## src/rtl/reg_pipeline_elastico.sv

```systemverilog
// Elastic register pipeline: PROF chained 2-entry skid stages carrying a TAM-bit
// word with valid/ready on both ends. Every stage's upstream ready is a register
// bit, so backpressure never ripples combinationally through the chain. Global
// parada freezes everything, limpar flushes all entries, and ocupacao reports
// how many words the chain currently holds.
module reg_pipeline_elastico #(
  parameter int TAM   = 32,
  parameter int PROF  = 2,
  parameter int ZERAR = 1,
  localparam int OCW  = $clog2(2 * PROF + 1)
) (
  input  logic           clock,
  input  logic           reset_n,
  input  logic           parada,
  input  logic           limpar,
  input  logic           entrada_valida,
  input  logic [TAM-1:0] entrada,
  output logic           entrada_pronta,
  output logic           saida_valida,
  output logic [TAM-1:0] saida,
  input  logic           saida_pronta,
  output logic [OCW-1:0] ocupacao
);

  // Stage state encodes (main_v, skid_v); (0,1) cannot be reached.
  typedef enum logic [1:0] {
    VAZIO = 2'b00,
    UM    = 2'b10,
    CHEIO = 2'b11
  } estado_t;

  estado_t        est_q  [PROF];
  estado_t        est_d  [PROF];
  logic [TAM-1:0] main_q [PROF];
  logic [TAM-1:0] main_d [PROF];
  logic [TAM-1:0] skid_q [PROF];
  logic [TAM-1:0] skid_d [PROF];
  logic [TAM-1:0] in_dat [PROF];

  logic [PROF-1:0] in_v;
  logic [PROF-1:0] pronta_inf;
  logic [PROF-1:0] aceita;
  logic [PROF-1:0] entrega;

  logic [OCW-1:0] ocup_d;
  logic [OCW-1:0] ocup_q;

  // Chain wiring: each stage feeds from the previous main register and sees the
  // next stage's registered ready; parada blocks every transfer.
  always_comb begin
    in_v[0]          = entrada_valida;
    in_dat[0]        = entrada;
    pronta_inf[PROF-1] = saida_pronta;
    for (int k = 1; k < PROF; k++) begin
      in_v[k]         = est_q[k-1][1];
      in_dat[k]       = main_q[k-1];
      pronta_inf[k-1] = !est_q[k][0];
    end
    for (int k = 0; k < PROF; k++) begin
      aceita[k]  = in_v[k] & !est_q[k][0] & !parada;
      entrega[k] = est_q[k][1] & pronta_inf[k] & !parada;
    end
  end

  // Next-state of every skid stage and the occupancy it implies.
  always_comb begin
    // NOTE: every output of this block gets a default first so no path leaves a
    // value unassigned, which would otherwise infer a latch.
    ocup_d = '0;
    for (int k = 0; k < PROF; k++) begin
      est_d[k]  = est_q[k];
      main_d[k] = main_q[k];
      skid_d[k] = skid_q[k];
      case (est_q[k])
        VAZIO: begin
          if (aceita[k]) begin
            est_d[k]  = UM;
            main_d[k] = in_dat[k];
          end
        end
        UM: begin
          if (aceita[k] && entrega[k]) begin
            main_d[k] = in_dat[k];
          end else if (aceita[k]) begin
            est_d[k]  = CHEIO;
            skid_d[k] = in_dat[k];
          end else if (entrega[k]) begin
            est_d[k] = VAZIO;
          end
        end
        CHEIO: begin
          if (entrega[k]) begin
            est_d[k]  = UM;
            main_d[k] = skid_q[k];
          end
        end
        default: est_d[k] = VAZIO;
      endcase
      ocup_d = ocup_d + OCW'(est_d[k][1]) + OCW'(est_d[k][0]);
    end
  end

  // State register: async reset, then flush, then normal (parada-gated) update.
  always_ff @(posedge clock or negedge reset_n) begin
    // NOTE: sequential state is written with non-blocking assignments so every
    // register samples pre-edge values regardless of statement order.
    if (!reset_n) begin
      // NOTE: the data registers are reset as well, so saida reads 0 straight
      // out of reset instead of an unknown value.
      for (int k = 0; k < PROF; k++) begin
        est_q[k]  <= VAZIO;
        main_q[k] <= '0;
        skid_q[k] <= '0;
      end
      ocup_q <= '0;
    end else if (limpar) begin
      for (int k = 0; k < PROF; k++) begin
        est_q[k] <= VAZIO;
        if (ZERAR != 0) begin
          main_q[k] <= '0;
          skid_q[k] <= '0;
        end
      end
      ocup_q <= '0;
    end else begin
      for (int k = 0; k < PROF; k++) begin
        est_q[k]  <= est_d[k];
        main_q[k] <= main_d[k];
        skid_q[k] <= skid_d[k];
      end
      ocup_q <= ocup_d;
    end
  end

  assign saida_valida   = est_q[PROF-1][1] & !parada;
  assign entrada_pronta = !est_q[0][0] & !parada;
  assign saida          = main_q[PROF-1];
  assign ocupacao       = ocup_q;

endmodule

```

## config.mk

```make
export PLATFORM = sky130hd
export DESIGN_NAME = reg_pipeline_elastico
export DESIGN_NICKNAME = d
export VERILOG_FILES = /design/src/rtl/reg_pipeline_elastico.sv
export SDC_FILE = /design/constraint.sdc
export NUM_CORES = 1
export LEC_CHECK = 0
export CAP_MARGIN = 20
export CORE_MARGIN = 2
export CORE_UTILIZATION = 35
export CTS_BUF_LIST = sky130_fd_sc_hd__clkbuf_4 sky130_fd_sc_hd__clkbuf_8 sky130_fd_sc_hd__clkbuf_16
export CTS_CLUSTER_SIZE = 20
export DETAILED_ROUTE_END_ITERATION = 10
export DONT_BUFFER_PORTS = 1
export GPL_TIMING_DRIVEN = 0
export RECOVER_POWER = 100
export SLEW_MARGIN = 20
export SYNTH_ARGS = -nofsm -noshare
export SYNTH_HDL_FRONTEND = slang
export SYNTH_SLANG_ARGS = --single-unit
```

## constraint.sdc

```tcl
create_clock -name clock -period 3 [get_ports clock]
set_input_delay 0.3 -clock clock [delete_from_list [all_inputs] [get_ports clock]]
set_output_delay 0.3 -clock clock [all_outputs]
set_load 0.02 [all_outputs]
```

==> results.sh, run 1 <==
export IMPL_first_pass_iters=5
export IMPL_track_usage_pct=18.77
export IMPL_whs_ps=-424.7
export IMPL_hp_class="in -> async"
export IMPL_synth_xor_area_share_pct=0
export IMPL_p_leak_nw=3.373
export IMPL_finalSetupViolations=0
export IMPL_cts_root_buf="clkbuf_16"
export IMPL_ir_worst_vdd_mv=0.4133
export IMPL_vias=5185
export IMPL_violations="negative hold slack"
export IMPL_n_fill_cell=1901
export IMPL_fin_crit_ps=2640
export IMPL_async_reset_ff_share_pct=100.0
export IMPL_power_density_nw_per_um2=571.9
export IMPL_cts_tree="built"
export IMPL_setup_tns_ps=0
export IMPL_synth_edf_count=0
export IMPL_synth_seq_cells=135
export IMPL_syn_area_per_cell_sq_um=11.65
export IMPL_cts_hold_buf=13
export IMPL_ys_flop_type="dfrtp_1"
export IMPL_grt_overflow=0
export IMPL_drv_slew=0
export IMPL_pin_count=75
export IMPL_synth_cell_type_count=33
export IMPL_layout_area_overhead_vs_synth_pct=13.95
export IMPL_critPathMaxFanout=10
export IMPL_wl_met2_microns=8592
export IMPL_synth_compound_area_share_pct=31.70
export IMPL_netlist_top_cells_area="dfrtp_1 (49%), a21bo_2 (8.4%), a22o_1 (8.2%)"
export IMPL_fmax_mhz=378.9
export IMPL_antenna_cells=0
export IMPL_min_period_over_period_pct=87.99
export IMPL_drt_wl_total_microns=18820
export IMPL_postRouteAntennaNets=0
export IMPL_clkSinkCount=135
export IMPL_first_iter_violations=558
export IMPL_end_kind="register"
export IMPL_run_status="finished, violations left"
export IMPL_netlist_area_sq_um=6908
export IMPL_crit_buf_inv=3
export IMPL_nNetsFinal=665
export IMPL_arrival_ps=2920
export IMPL_max_stage_delay_ps=450
export IMPL_syn_inst=593
export IMPL_cp_start_kind="register"
export IMPL_rsz0062_at_grt="false"
export IMPL_cts_resized=0
export IMPL_cap_viol_max_count=0
export IMPL_place_congestion=0.8634
export IMPL_die_area_sq_um=20880
export IMPL_portBuffers=0
export IMPL_numCtsBuffers=17
export IMPL_viasPerCell=5.748
export IMPL_grt_pass1_wl_microns=29780
export IMPL_critPathKind="reg -> reg"
export IMPL_hold_viol=135
export IMPL_drc=0
export IMPL_synth_adder_area_share_pct=0.6521
export IMPL_start_util_pct=35.61
export IMPL_worstMarginPinSlew_ps=1006
export IMPL_crit_family="adder cells"
export IMPL_routedWlPerCell_microns=20.86
export IMPL_antenna_found_initial=0
export IMPL_synth_top_family_by_area="compound AO/OA/AOI/OAI gates"
export IMPL_slew_headroom_pct=30.98
export IMPL_first_global_vias=5225
export IMPL_ys_warn_count=0
export IMPL_yosys_area_share_simple_pct=5.977
export IMPL_cts_path_max_buffers=2
export IMPL_regToRegSetupSlack_ps=360
export IMPL_synth_largest_area_cell="dfrtp_1"
export IMPL_rows=51
export IMPL_clk_latency_ps=430
export IMPL_cp_cell_sequence="clkbuf_1 > buf_4 > clkbuf_1 > o221a_2 > fa_1 > ha_1 > ha_1 > nor2b_1"
export IMPL_die_w_microns=144.5
export IMPL_route_met3_wl_microns=1381
export IMPL_syn_nets=634
export IMPL_met1_length_microns=8376
export IMPL_post_place_cells=858
export IMPL_synth_top_cell_area_share_pct=48.90
export IMPL_die_y_microns=144.5
export IMPL_skew_ps=7.085
export IMPL_coreArea_sq_um=19400
export IMPL_htreeDepth=4
export IMPL_place_hpwl_microns=13250
export IMPL_top_layer_used="met4"
export IMPL_post_cts_setup_buffers=0
export IMPL_crit_slowest_cell="fa_1"
export IMPL_grt_max_degree=136
export IMPL_required_ps=3280
export IMPL_path_clk_slew_ps=60
export IMPL_synth_seq_area_share_pct=48.90
export IMPL_layout_drive_gt1_share_pct=20.88
export IMPL_fin_cells=902
export IMPL_muxShareOfSynthArea_pct=6.738
state kept, by name (all words and copies together), names as in the netlist:
signal / cells
saida: 32
skid_q: 64
est_q: 4
in_dat: 32
ocupacao: 3
layout make-up:
type / instances / area, sq um / share of cell area (%)
Sequential cell: 135 / 3378 / 42.92
Multi-Input combinational cell: 379 / 3018 / 38.34
Clock buffer: 24 / 503.0 / 6.390
Buffer: 76 / 360.3 / 4.578
Tap cell: 265 / 331.6 / 4.212
Clock inverter: 8 / 142.6 / 1.812
Timing Repair Buffer: 13 / 130.1 / 1.653
Inverter: 2 / 7.507 / 0.09537
final timing paths:
path                                             start                endpoint  cells past startpoint
worst min-delay path                           reset_n   saida[19]$_DFFE_PN0P_                      0
max in group asynchronous                      reset_n  skid_q[30]$_DFFE_PN0P_                      0
worst max-delay path                est_q[1]$_DFF_PN0_   ocupacao[1]$_DFF_PN0_                      8
worst min register to register  skid_q[60]$_DFFE_PN0P_  skid_q[60]$_DFFE_PN0P_                      1
min in group clock                         entrada[16]  skid_q[48]$_DFFE_PN0P_                      1
worst max register to register      est_q[1]$_DFF_PN0_   ocupacao[1]$_DFF_PN0_                      8
placed cells by master, fill, tap and decap left out, drive strengths merged, types with 2 or more instances in the layout:
| master | Yosys | routed |
|---|---|---|
| clkinv | 0 | 3 |
| a21oi | 68 | 68 |
| ha | 2 | 2 |
| buf | 46 | 37 |
| a2111o | 32 | 32 |
| mux2i | 7 | 7 |
| dfrtp | 135 | 135 |
| clkbuf | 31 | 63 |
| a22o | 65 | 65 |
| nor2 | 2 | 2 |
| and4b | 2 | 2 |
| nand2 | 2 | 2 |
| inv | 2 | 2 |
| nand3 | 58 | 58 |
| o31ai | 33 | 33 |
| a21bo | 58 | 58 |
| a31oi | 2 | 2 |
| dlygate4sd3 | 0 | 13 |
| nor2b | 9 | 9 |
| a311oi | 6 | 6 |
| bufinv | 0 | 4 |
| mux2 | 27 | 27 |
stage by stage:
step | power [mW] | setup slack (ps) | hold slack [ps] | cell area (sq um) | util, %
after global placement | 2.281 | 164.9 | 12.29 | 7239 | 37.32
after global routing | 4.656 | 229.7 | -438.9 | 7871 | 40.58
after CTS | 4.569 | 129.7 | -438.8 | 8015 | 41.32
after detailed placement | 2.289 | 151.6 | 11.99 | 7239 | 37.32
final | 4.502 | 360.4 | -424.7 | 7871 | 40.58
after floorplan | 2.202 | 599.8 | 4.409 | 6908 | -
layer usage:
metal | GRT usage [%] | vias to the layer above
met4 | 8.380 | 0
met1 | 25.27 | 2616
met5 | 0 | -
li1 | - | 2361
met3 | 5.530 | 33
met2 | 28.01 | 175
synthesized netlist by cell type (all sizes together) (6+ instances only):
library cell / instances
a2111o: 32
a21bo: 58
a21oi: 68
a22o: 65
a311oi: 6
buf: 46
clkbuf: 31
dfrtp: 135
mux2: 27
mux2i: 7
nand3: 58
nor2b: 9
o31ai: 33
worst reg2reg max path: cells and delay by family, from the launching register on:
kind	cells	cell delay, ps
compound gates	1	300
fa+ha+maj	3	930
buf+inv	3	810
flops	1	320
simple gates	1	130
power by group:
group	total (mW)	internal (mW)	switching [mW]
clock	2.26	1.50	0.755
sequential	1.93	1.87	0.0579
combinational	0.318	0.142	0.176
logic make-up after synthesis:
group	Yosys count
AO/OA/AOI/OAI	265
adder cells (fa/ha/maj)	3
buffers and inverters	79
flip-flops	135
multiplexers	34
AND/OR/NAND/NOR	77
Note: power is estimated with default switching activity, not from simulation.
==> run 2: changes to the inputs <==
--- a/config.mk
+++ b/config.mk
@@ -13,7 +13,6 @@
 export DETAILED_ROUTE_END_ITERATION = 10
 export DONT_BUFFER_PORTS = 1
 export GPL_TIMING_DRIVEN = 0
-export RECOVER_POWER = 100
 export SLEW_MARGIN = 20
 export SYNTH_ARGS = -nofsm -noshare
 export SYNTH_HDL_FRONTEND = slang
==> constraint.sdc (replaced) <==
create_clock -name clock -period 3 [get_ports clock]
set_input_delay 0.3 -clock clock [delete_from_list [all_inputs] [get_ports clock]]
set_output_delay 0.3 -clock clock [all_outputs]
set_load 0.005 [all_outputs]
==> results.sh, run 2 (same netlist as run 1, synthesis figures left out) <==
export IMPL_violations="negative hold slack"
export IMPL_grt_pass1_wl_microns=29780
export IMPL_worstMarginPinSlew_ps=675.8
export IMPL_finalSetupViolations=0
export IMPL_start_util_pct=35.61
export IMPL_total_power_mw=4.526
export IMPL_intPower_mw=3.541
export IMPL_run_status="finished, violations left"
export IMPL_drc=0
export IMPL_die_area_sq_um=20880
export IMPL_end_kind="register"
export IMPL_antenna_cells=0
export IMPL_place_hpwl_microns=13250
export IMPL_vias=5232
export IMPL_grt_overflow=0
export IMPL_place_congestion=0.8634
export IMPL_clk_latency_ps=420
export IMPL_cp_start_kind="register"
export IMPL_cts_path_max_buffers=2
export IMPL_cap_viol_max_count=0
export IMPL_swShare_pct=21.76
export IMPL_path_clk_slew_ps=60
export IMPL_whs_ps=-421.9
export IMPL_min_period_over_period_pct=92.68
export IMPL_cts_tree="built"
export IMPL_die_y_microns=144.5
export IMPL_top_register="skid_q"
export IMPL_hp_class="in -> async"
export IMPL_arrival_ps=3060
export IMPL_ir_worst_vdd_mv=0.4191
export IMPL_layout_drive_gt1_share_pct=25.24
export IMPL_power_density_nw_per_um2=564.7
export IMPL_critPathMaxFanout=10
export IMPL_drt_wl_total_microns=18770
export IMPL_postRouteAntennaNets=0
export IMPL_nNetsFinal=666
export IMPL_htreeDepth=4
export IMPL_p_leak_nw=3.458
export IMPL_fmax_mhz=359.7
export IMPL_drv_slew=0
export IMPL_pin_count=75
export IMPL_power_frac_comb_pct=7.7
export IMPL_power_switching_mw=0.9848
export IMPL_timing_rr_end="ocupacao[1]$_DFF_PN0_"
export IMPL_post_cts_setup_buffers=0
export IMPL_layout_area_overhead_vs_synth_pct=16.03
export IMPL_die_w_microns=144.5
export IMPL_hold_viol=135
export IMPL_fin_crit_ps=2780
export IMPL_r2r_cells=9
export IMPL_rsz0062_at_grt="false"
export IMPL_final_cell_mix="dfrtp_1 (135), a21oi_1 (66), a22o_1 (65)"
export IMPL_r2r_start="est_q[2]$_DFF_PN0_"
export IMPL_pwr_share_seq_pct=42.4
export IMPL_track_usage_pct=18.77
export IMPL_viasPerCell=5.794
export IMPL_cts_hold_buf=13
export IMPL_critPathKind="reg -> reg"
export IMPL_antenna_found_initial=0
export IMPL_cts_root_buf="clkbuf_16"
export IMPL_portBuffers=0
export IMPL_coreArea_sq_um=19400
export IMPL_required_ps=3280
export IMPL_p_clk_share_pct=49.9
export IMPL_clkSinkCount=135
export IMPL_slew_headroom_pct=54.74
export IMPL_numCtsBuffers=17
export IMPL_rows=51
export IMPL_regToRegSetupSlack_ps=220
export IMPL_first_pass_iters=4
export IMPL_final_common_cell="dfrtp_1"
export IMPL_grt_max_degree=136
export IMPL_setup_tns_ps=0
export IMPL_first_global_vias=5225
export IMPL_skew_ps=4.814
export IMPL_largest_reg_flops=64
export IMPL_routedWlPerCell_microns=20.79
export IMPL_first_iter_violations=592
## run 2: cell types whose count changed in the layout (fill, tap and decap cells not counted), moves of 2 or more
cell	previous run	this run
buf_1	4	6
mux2_4	2	21
clkbuf_1	39	31
buf_12	0	2
buf_2	21	25
mux2_1	19	0
## run 2: how the worst max path moves through the flow
stage                       start  cells past startpoint                    end  slack (ps)
2_1_floorplan  est_q[0]$_DFF_PN0_                      9  ocupacao[1]$_DFF_PN0_         620
3_3_place_gp   est_q[2]$_DFF_PN0_                      9  ocupacao[1]$_DFF_PN0_         270
3_5_place_dp   est_q[2]$_DFF_PN0_                      9  ocupacao[1]$_DFF_PN0_         250
4_1_cts        est_q[2]$_DFF_PN0_                      9  ocupacao[1]$_DFF_PN0_         230
5_1_grt        est_q[2]$_DFF_PN0_                      9  ocupacao[1]$_DFF_PN0_          40
6_report       est_q[2]$_DFF_PN0_                      9  ocupacao[1]$_DFF_PN0_         220
## run 2: critical path, cell delays in order (launching register included)
cell	delay, ps
dfrtp_1	420
buf_2	230
buf_1	430
nor2_1	200
nand2_1	130
nand2_1	90
fa_1	520
ha_1	220
ha_1	260
nor2b_1	130
## run 2: layer usage
metal | share of wire (%) | track usage (%) | wire (microns)
met5 | 0 | 0 | 0
met3 | 7.2 | 5.530 | 1351
met2 | 46 | 28.01 | 8553
met4 | 2.5 | 8.380 | 463
met1 | 45 | 25.27 | 8404
## run 2: power groups by stage
stage | Clock [mW] | Combinational [mW] | Sequential, mW
floorplan | 0 | 0.265 | 1.93
global placement | 0 | 0.323 | 1.95
detailed placement | 0 | 0.329 | 1.95
CTS | 2.29 | 0.346 | 1.92
global route | 2.38 | 0.375 | 1.92
finish | 2.26 | 0.349 | 1.92
## run 2: metrics by stage
step | std cells | utilization (%) | setup WS, ps | cell area (sq um)
final | 903 | 41.32 | 219.7 | 8015
after global routing | 903 | 41.32 | 44.32 | 8015
after CTS | 903 | 41.32 | 233.6 | 8015
after detailed placement | 858 | 37.32 | 254.7 | 7239
after global placement | 858 | 37.32 | 268.2 | 7239
after floorplan | 593 | - | 621.8 | 6908
## run 2: timing repair
| action | 4_1_cts | 5_1_grt |
|---|---|---|
| endpoints found under the setup margin | 0 | 0 |
| hold endpoints to repair | 148 | 135 |
| gates resized for setup | 0 | 0 |
## run 2: final cells by class
type,instances,area (sq um)
well taps,265,331.6
plain buffers,77,409.1
flip-flops and latches,135,3378
inverters,2,7.507
repair buffers,13,130.1
fillers,1863,11380
multi-input cells,379,3113
clock inverters,8,142.6
clock buffers,24,503.0
==> run 3: changes to the inputs <==
--- a/config.mk
+++ b/config.mk
@@ -5,6 +5,7 @@
 export SDC_FILE = /design/constraint.sdc
 export NUM_CORES = 1
 export LEC_CHECK = 0
+export ABC_AREA = 1
 export CAP_MARGIN = 20
 export CORE_MARGIN = 2
 export CORE_UTILIZATION = 35
==> results.sh, run 3 <==
export IMPL_slew_headroom_pct=60.39
export IMPL_clkSinkCount=135
export IMPL_layout_area_overhead_vs_synth_pct=13.54
export IMPL_synth_seq_area_share_pct=50.51
export IMPL_syn_nets=880
export IMPL_nNetsFinal=902
export IMPL_synth_commonest_cells="nand2_1 (264), nand3_1 (258), dfrtp_1 (135)"
export IMPL_synth_seq_cells=135
export IMPL_rsz0062_at_grt="false"
export IMPL_cp_start_kind="register"
export IMPL_rows=50
export IMPL_cts_root_buf="clkbuf_16"
export IMPL_cts_hold_buf=3
export IMPL_critPathKind="reg -> reg"
export IMPL_drc=0
export IMPL_antenna_found_initial=0
export IMPL_final_cell_mix="nand2_1 (264), nand3_1 (258), dfrtp_1 (135)"
export IMPL_viasPerCell=5.270
export IMPL_setup_tns_ps=0
export IMPL_cts_path_max_buffers=2
export IMPL_required_ps=3300
export IMPL_netlist_area_sq_um=6689
export IMPL_coreArea_sq_um=18710
export IMPL_skew_ps=8.719
export IMPL_netlist_top_cells_area="dfrtp_1 (51%), nand3_1 (19%), nand2_1 (15%)"
export IMPL_largest_reg_flops=64
export IMPL_first_iter_violations=486
export IMPL_htreeDepth=4
export IMPL_place_hpwl_microns=13430
export IMPL_cap_viol_max_count=0
export IMPL_fin_cells=1107
export IMPL_end_kind="register"
export IMPL_portBuffers=0
export IMPL_path_clk_slew_ps=60
export IMPL_p_leak_nw=4.132
export IMPL_top_register="skid_q"
export IMPL_pin_count=75
export IMPL_antenna_cells=0
export IMPL_cp_cell_sequence="buf_2 > nand2_1 > buf_2 > nand3_1 > fa_1 > ha_1 > ha_1 > inv_1 > nor2_1"
export IMPL_ys_flop_type="dfrtp_1"
export IMPL_ir_worst_vdd_mv=0.4197
export IMPL_violations="negative hold slack"
export IMPL_synth_top_cell_area_share_pct=50.51
export IMPL_first_pass_iters=5
export IMPL_grt_pass1_wl_microns=30720
export IMPL_finalWorstSetupSlack_ps=475.4
export IMPL_clk_latency_ps=430
export IMPL_numCtsBuffers=17
export IMPL_hp_class="in -> async"
export IMPL_layout_drive_gt1_share_pct=11.11
export IMPL_ys_warn_count=0
export IMPL_synth_largest_area_cell="dfrtp_1"
export IMPL_grt_max_degree=136
export IMPL_yosysMostFrequentCell="nand2_1"
export IMPL_die_area_sq_um=20230
export IMPL_fin_crit_ps=2525
export IMPL_arrival_ps=2830
export IMPL_crit_slowest_cell="fa_1"
export IMPL_cts_resized=0
export IMPL_place_ws_ps=496.3
export IMPL_async_reset_ff_share_pct=100.0
export IMPL_whs_ps=-423.6
export IMPL_finalSetupViolations=0
export IMPL_worstMarginPinSlew_ps=594.1
export IMPL_r2r_cells=9
export IMPL_n_fill_cell=1900
export IMPL_place_congestion=0.8018
export IMPL_vias=5834
export IMPL_synth_edf_count=0
export IMPL_syn_area_per_cell_sq_um=7.972
export IMPL_max_stage_delay_ps=530
export IMPL_final_common_cell="nand2_1"
export IMPL_die_y_microns=142.2
export IMPL_power_density_nw_per_um2=549.5
export IMPL_hold_viol=135
export IMPL_start_util_pct=35.76
export IMPL_track_usage_pct=19.44
export IMPL_syn_inst=839
export IMPL_synth_cell_type_count=23
export IMPL_drt_wl_total_microns=18810
export IMPL_fmax_mhz=396.1
export IMPL_die_w_microns=142.2
export IMPL_post_cts_setup_buffers=0
export IMPL_critPathMaxFanout=10
export IMPL_grt_overflow=0
export IMPL_run_status="finished, violations left"
export IMPL_postRouteAntennaNets=0
export IMPL_post_place_cells=1073
export IMPL_routedWlPerCell_microns=16.99
export IMPL_first_global_vias=5789
export IMPL_drv_slew=0
export IMPL_cts_tree="built"
export IMPL_min_period_over_period_pct=84.15
run 3: layer usage:
metal  global-route usage (%)  part of all wire, %  wire (microns)  vias up
li1                         -                    -               -     2904
met1                    26.07                   45            8498     2733
met2                    30.38                   46            8676      179
met3                    5.552                  7.1            1331       18
met4                    6.421                  1.6             300        0
met5                        0                    0               0        -
run 3: per-stage QoR:
step                      area, sq um  total power [mW]  hold slack (ps)  util, %
after CTS                        7595             4.209           -442.6    40.60
after global placement           6982             2.153            12.09    37.32
after detailed placement         6982             2.155            11.65    37.32
final                            7595             4.174           -423.6    40.60
after global routing             7595             4.323           -444.0    40.60
after floorplan                  6689             2.079            4.409        -
run 3: logic make-up after synthesis:
logic type / share of synthesized area (%)
AOI/OAI and AO/OA: 0.3180
adders and majority gates: 0.6734
buffers and inverters: 6.846
DFF: 50.51
and+or+nand+nor: 41.66
run 3: layout make-up:
class | instances | area [sq um] | area share [%]
plain buffers | 82 | 409.1 | 5.387
clock buffers | 24 | 515.5 | 6.787
clock inverters | 7 | 67.56 | 0.8896
inverters | 13 | 48.80 | 0.6425
multi-input cells | 609 | 2853 | 37.56
flip-flops and latches | 135 | 3378 | 44.48
well taps | 234 | 292.8 | 3.855
repair buffers | 3 | 30.03 | 0.3954
run 3: power by group:
part	switching, mW	internal [mW]	leakage [nW]
logic	0.181	0.0678	1.98
registers	0.0283	1.85	1.87
clock network	0.772	1.27	0.284
total	0.981	3.19	4.13
run 3: critical path, delay by kind of cell (launching register included):
family	cells	cell delay (ps)
AND/OR/NAND/NOR	3	460
flip-flops	1	350
adder cells (fa/ha/maj)	3	1020
buffers and inverters	3	540
run 3: path summary, 6_finish.rpt:
check | slack, ps | from | end
setup / recovery | 480 | est_q[3]$_DFF_PN0_ | ocupacao[1]$_DFF_PN0_
hold / removal | -420 | reset_n | skid_q[44]$_DFFE_PN0P_
setup reg to reg | 480 | est_q[3]$_DFF_PN0_ | ocupacao[1]$_DFF_PN0_
hold reg to reg | 500 | skid_q[45]$_DFFE_PN0P_ | skid_q[45]$_DFFE_PN0P_
max in group asynchronous | 3090 | reset_n | skid_q[24]$_DFFE_PN0P_
min in group clock | 10 | entrada[2] | skid_q[34]$_DFFE_PN0P_
